===== src/rtl/spi_burst_ctrl.sv =====
// Byte sequencer in front of a byte-level SPI driver: TX stream in, one start strobe per byte,
// received byte returned on an RX stream, with inter-byte gap and per-byte watchdog.
module spi_burst_ctrl #(
  parameter int GAP_CYCLES     = 2,
  parameter int TIMEOUT_CYCLES = 64
) (
  input  logic       clk,
  input  logic       rst,
  input  logic       tx_valid,
  output logic       tx_ready,
  input  logic [7:0] tx_data,
  input  logic       tx_last,
  output logic       rx_valid,
  input  logic       rx_ready,
  output logic [7:0] rx_data,
  output logic       rx_last,
  output logic       spi_start,
  output logic [7:0] spi_data_in,
  input  logic [7:0] spi_data_out,
  input  logic       spi_en,
  output logic       busy,
  output logic       burst_active,
  output logic       err_timeout
);
  typedef enum logic [2:0] {IDLE, LAUNCH, WAIT_BUSY, WAIT_DONE, GAP} state_t;

  localparam int               GAP_W    = (GAP_CYCLES > 1) ? $clog2(GAP_CYCLES) : 1;
  localparam logic [GAP_W-1:0] GAP_LAST = GAP_W'((GAP_CYCLES > 0) ? GAP_CYCLES - 1 : 0);
  localparam logic [15:0]      TMO_LAST = 16'(TIMEOUT_CYCLES - 1);

  state_t           state_q, state_d;
  logic [15:0]      tmo_cnt_q;
  logic [GAP_W-1:0] gap_cnt_q;
  logic             spi_en_q, last_q;
  logic             rx_hs, accept, in_wait, done_ev, abort;

  // tx_ready is forced low while rst is held, even though state may already read IDLE
  assign tx_ready  = !rst && (state_q == IDLE) && (!rx_valid || rx_ready);
  assign accept    = tx_valid && tx_ready;
  assign rx_hs     = rx_valid && rx_ready;
  assign in_wait   = (state_q == WAIT_BUSY) || (state_q == WAIT_DONE);
  assign done_ev   = (state_q == WAIT_DONE) && !spi_en_q && spi_en;
  // The counter value TMO_LAST marks the last allowed wait cycle; done wins a tie
  assign abort     = in_wait && (tmo_cnt_q == TMO_LAST) && !done_ev;

  assign spi_start   = (state_q == LAUNCH);
  assign busy        = (state_q != IDLE);
  assign err_timeout = abort;

  always_comb begin
    state_d = state_q;
    case (state_q)
      IDLE:      if (accept) state_d = LAUNCH;
      LAUNCH:    state_d = WAIT_BUSY;
      WAIT_BUSY: begin
        if (abort)        state_d = IDLE;
        else if (!spi_en) state_d = WAIT_DONE;
      end
      WAIT_DONE: begin
        if (done_ev)    state_d = (GAP_CYCLES == 0) ? IDLE : GAP;
        else if (abort) state_d = IDLE;
      end
      GAP:       if (gap_cnt_q == GAP_LAST) state_d = IDLE;
      default:   state_d = IDLE;
    endcase
  end

  always_ff @(posedge clk) begin
    if (rst) begin
      state_q      <= IDLE;
      tmo_cnt_q    <= '0;
      gap_cnt_q    <= '0;
      spi_en_q     <= 1'b1;
      last_q       <= 1'b0;
      spi_data_in  <= '0;
      rx_valid     <= 1'b0;
      rx_data      <= '0;
      rx_last      <= 1'b0;
      burst_active <= 1'b0;
    end else begin
      state_q  <= state_d;
      spi_en_q <= spi_en;

      if (state_q == LAUNCH) tmo_cnt_q <= '0;
      else if (in_wait)      tmo_cnt_q <= tmo_cnt_q + 16'd1;

      if (state_q == GAP) gap_cnt_q <= gap_cnt_q + GAP_W'(1);
      else                gap_cnt_q <= '0;

      if (accept) begin
        spi_data_in <= tx_data;
        last_q      <= tx_last;
      end

      if (rx_hs) rx_valid <= 1'b0;
      if (done_ev) begin
        rx_valid <= 1'b1;
        rx_data  <= spi_data_out;
        rx_last  <= last_q;
      end

      // A new burst starting in the same cycle as the previous one ends keeps the flag set
      if (rx_hs && rx_last)  burst_active <= 1'b0;
      if (abort && last_q)   burst_active <= 1'b0;
      if (accept)            burst_active <= 1'b1;
    end
  end
endmodule


===== config.mk =====
export PLATFORM = sky130hd
export DESIGN_NAME = spi_burst_ctrl
export DESIGN_NICKNAME = d
export VERILOG_FILES = /design/src/rtl/spi_burst_ctrl.sv
export SDC_FILE = /design/constraint.sdc
export NUM_CORES = 1
export LEC_CHECK = 0
export ABC_AREA = 1
export BUFFER_PORTS_ARGS = -buffer_cell sky130_fd_sc_hd__buf_2
export CAP_MARGIN = 20
export CORE_MARGIN = 2
export CORE_UTILIZATION = 47
export DETAILED_ROUTE_END_ITERATION = 16
export PLACE_DENSITY = 0.77
export SLEW_MARGIN = 20
export SYNTH_ARGS = -nofsm -noshare
export SYNTH_HDL_FRONTEND = slang
export SYNTH_SLANG_ARGS = --single-unit

===== constraint.sdc =====
create_clock -name clk -period 1.4 [get_ports clk]
set_input_delay 0.28 -clock clk [delete_from_list [all_inputs] [get_ports clk]]
set_output_delay 0.28 -clock clk [all_outputs]
set_load 0.01 [all_outputs]

[Word level (Yosys, flattened, before mapping)]
Cells that the tools add are included.
Storage, ports and cells
  register bits: 41
  input bits: 22
  output and inout port bits: 23
  logic and storage cells: 57
Cells by class
  $add $sub $neg: 2
  equality and inequality tests: 9
  multiplexer cells: 12
  bitwise operators: 1
  reduce and logical (&&, ||, !) cells: 23
Operators by type and width (number)
  3-bit two-way mux: 6
  16-bit by 1-bit adder with 16-bit output, second input constant: 1
  16-bit by 6-bit == test with 1-bit output, second input constant: 1
  3-bit case mux with 5 select lines: 1
  1-bit logical AND: 10
  3-bit by 2-bit == test with 1-bit output, second input constant: 2
  3-bit != test, second input constant: 2
  3-bit nonzero test: 2
  1-bit two-way mux: 5
  1-bit zero test: 4
  2-bit != test, second input constant: 2
  4-bit AND reduction: 1
  2-bit OR reduction: 2
  3-bit by 1-bit == test with 1-bit output, second input constant: 1
  3-bit == test, second input constant: 1
  3-bit zero test: 1
  1-bit logical OR: 2
  2-bit nonzero test: 1
  1-bit adder, second input constant: 1
  1-bit inverter: 1

[Longest topological paths before layout]
  word-level depth: 8
  mapped depth: 10
  depth with buffers taken out: 9

[Worst setup path after synthesis]
No wires, ideal clock.
  path type: reg2reg
  start: reg tmo_cnt_q[0]
  end: reg tmo_cnt_q[12]
  setup time: 0.115 ns
  arrival time: 1.263 ns
  required time: 1.285 ns
  slack: 0.022 ns
  cell stages (with the launch flop): 8
  buffers on the path: 0
  period minus slack after synthesis: 1.378 ns
  cells stage by stage: dfxtp_1 > ha_1 > nand3_2 > nor2_2 > nand3_2 > nor3_4 > xnor2_1 > nor2_2
Between the ends
  cells in the longest elaborated chain, start to end: 1
Ends and longest elaborated chain
  start, declared: line 32  | logic [15:0] tmo_cnt_q;
  start signal, assigned: line 85  | else if (in_wait) tmo_cnt_q <= tmo_cnt_q + 16'd1;
  16-bit by 1-bit adder with 16-bit output: line 85
No other way between the ends.
A chain may end at the register's enable or synchronous reset.

[Worst setup path after layout]
  start: reg tmo_cnt_q[5]
  end: out err_timeout
Between the ends
  cells in the longest elaborated chain, start to end: 3
Ends and longest elaborated chain
  16-bit by 6-bit == test with 1-bit output: line 44  | assign abort = in_wait && (tmo_cnt_q == TMO_LAST) && !done_ev;
  1-bit logical AND (2 in series): line 44
  end, declared: line 23  | output logic err_timeout
No other way between the ends.

==> qor.csv <==
stage;metric;value;unit
clock_tree;ctsHoldBuffers;0;
setup_path;path_max_fanout;4;
clock_tree;cts_root_buf;clkbuf_8;
setup_path;crit_type;register to output port;
setup_path;critPathLaunchType;register;
placed_design;dp_hpwl;2830;µm
sta;final-setup-viol-count;3;
cells_and_area;drive_above_1_share;37.9;%
grt;grtUsageTotal;19.3;%
synthesis;netlist_instances;243;
synthesis;ys.flop_type;dfxtp_1;
setup_path;reg2reg_depth;9;
setup_path;worst_setup_path_end_kind;output port;
grt;grt_pass1_vias;1565;
synthesis;ys_ff_latch;41;
grt;antenna_found_initial;0;
floorplan;die_area;4430;µm²
routing;wl;4060;µm
synthesis;synth_edf_count;0;
worst_hold_path;hold_class;primary input to register;
sta;fin_ws;-203;ps
sta;finalHoldViolations;0;
routing;drt-vias-per-instance;4.87;
setup_path;timing.rr.start;tmo_cnt_q[5]$_SDFFE_PP0P_;
pwr;max-vdd-ir-drop;1050;µV
sta;worstMarginPinSlew;446;ps
clock_tree;cts_made_buffers;5;
pwr;power_leakage;0.00112;µW
cells_and_area;stdcell_count;357;
cells_and_area;nets;331;
placed_design;place_congestion;0.766;
floorplan;top_level_ports;45;
sta;rsz0062_at_grt;yes;
synthesis;synth_common_cells;nand2_1, dfxtp_1, nor2_1, inv_1, nand3_1;
synthesis;syn-num-nets;266;
synthesis;ys_types;32;
outcome;status;complete, but fails checks;
routing;vias;1738;
clock_tree;clock_path_buffers;2;
synthesis;synth.cell_area;1840;µm²
synthesis;yosysMostFrequentCell;nand2_1;
synthesis;syn_area_per_cell;7.56;µm²
synthesis;async_flop_share;0;%
pwr;p_per_area;1370;nW/µm²
sta;fin_crit_sh;114;%
cells_and_area;area_delta_synth_final;34.9;%
sta;fin_worst_skew;3.31;ps
sta;period_needed;1600;ps
synthesis;ys_warn_count;0;
routing;drc;0;
worst_hold_path;hold_depth;3;
floorplan;rows;22;
routing;wl_per_cell;11.4;µm
grt;grt_max_degree;21;
grt;grt_pass1_wl;6600;µm
routing;drtIter0Drc;78;
routing;ant_nets;0;
floorplan;core;3720;µm²
floorplan;start_util;49.5;%
synthesis;synth_top_area_cell;dfxtp_1;
placed_design;placedCellCount;344;
floorplan;chipWidth;66.5;µm
clock_tree;insertion_delay;290;ps
clock_tree;cts_tree;done;
outcome;failed_checks;negative setup slack;
synthesis;ys_seq_area_share;44.7;%
setup_path;r2r-end;state_q[0]$_SDFFE_PP0P_;
sta;slew_headroom;70.0;%
run;maxCapViolCount;0;
worst_hold_path;worstHoldStart;tx_data[1];
floorplan;die_h;66.5;µm
placed_design;place_ws;-9.60;ps
synthesis;synth_top_area_share;44.7;%
routing;dr.pass1.iters;4;
clock_tree;clk_pin_slew;80;ps
clock_tree;cts_sinks;41;
setup_path;worstPathArrival;1320;ps
grt;gr-total-overflow;0;
clock_tree;cts_htree_levels;2;
worst_hold_path;hold_end;spi_data_in[1]$_SDFFE_PP0P_;
setup_path;crit_required;1120;ps
cells_and_area;n_antenna_cell;0;
setup_path;r2r_slack;20;ps
synthesis;synthTopCellsByArea;dfxtp_1, nand2_1, nor2_1;
sta;maxSlewViolCount;0;
placed_design;portBuffers;44;
sta;max_freq;624;MHz
what timing repair did:
item / 4_1_cts / 5_1_grt
pin swaps: 3 / 6
buffers inserted: 2 / 3
endpoints found under the setup margin: 5 / 30
resized for setup: 8 / 31
power breakdown:
| part | switching [µW] | internal (µW) |
|---|---|---|
| registers | 109 | 1290 |
| clock network | 419 | 535 |
| logic | 579 | 463 |
through the flow:
stage | instance area (µm²) | utilization, % | total power [µW] | setup TNS, ps | hold slack [ps]
after detailed placement | 2190 | 59.0 | 2230 | -18.2 | 455
after global placement | 2190 | 59.0 | 2210 | 0 | 450
final | 2480 | 66.7 | 3400 | -379 | 175
after floorplan | 1840 | - | 1900 | 0 | 342
after CTS | 2360 | 63.4 | 3190 | -577 | 177
after global routing | 2480 | 66.7 | 3580 | -840 | 180
sequential cells by signal (all words and copies together), names as in the netlist:
register	flops
rx_data	8
last_q	1
burst_active	1
state_q	3
spi_data_in	8
rx_valid	1
gap_cnt_q	1
spi_en_q	1
tmo_cnt_q	16
rx_last	1
worst max-delay path, cell delays in order, from the launching register on:
cell     delay [ps]
dfxtp_2         360
nand2_1         100
inv_1            60
nand2_1          50
nor2_2          150
nand3_4         100
nor2_4          110
buf_6           110
area by class of cell:
class / instances / area, µm²
clock buffer: 6 / 72.6
multi-input combinational: 173 / 977
fill: 309 / 1240
inverter: 22 / 85.1
sequential: 41 / 841
clock inverter: 2 / 38.8
tap: 48 / 60.1
timing repair buffer: 65 / 404
worst max-delay path by stage:
stage / start / endpoint / slack (ps) / cells past startpoint
after floorplan: tmo_cnt_q[0]$_SDFFE_PP0P_ / tmo_cnt_q[12]$_SDFFE_PP0P_ / 20 / 7
after global placement: tmo_cnt_q[0]$_SDFFE_PP0P_ / err_timeout / 7 / 6
after detailed placement: tmo_cnt_q[0]$_SDFFE_PP0P_ / err_timeout / -10 / 6
after CTS: tmo_cnt_q[1]$_SDFFE_PP0P_ / err_timeout / -220 / 6
after global routing: tmo_cnt_q[5]$_SDFFE_PP0P_ / err_timeout / -310 / 7
final: tmo_cnt_q[5]$_SDFFE_PP0P_ / err_timeout / -200 / 7
layout by cell type (no fill, tap or decap), drive strengths merged:
master and instances:
inv 22, o21ai 12, or2 2, dfxtp 41
nand2 53, nor3 7, clkbuf 6, bufinv 1
or3 1, nor3b 3, a21oi 14, nand3 22
nor2 44, a21o 1, and3 2, nand4 5
clkinv 1, ha 1, a31oi 2, xor2 2
xnor2 2, buf 65
kinds of logic after synthesis:
| logic type | Yosys count | share of synthesized area (%) |
|---|---|---|
| adders and majority gates | 1 | 0.681 |
| AOI/OAI and AO/OA | 29 | 8.78 |
| buffers and inverters | 29 | 7.08 |
| xor gates and xnor gates | 4 | 1.91 |
| DFF | 41 | 44.7 |
| and+or+nand+nor | 139 | 36.9 |
layer usage:
| metal | part of all wire, % | global-route usage (%) | up-vias |
|---|---|---|---|
| li1 | - | - | 914 |
| met1 | 45 | 23.4 | 783 |
| met2 | 50 | 34.4 | 37 |
| met3 | 3.9 | 4.39 | 4 |
| met4 | 0.69 | 4.59 | 0 |
| met5 | 0 | 0 | - |
No activity file was read; power rests on OpenSTA's default activity.
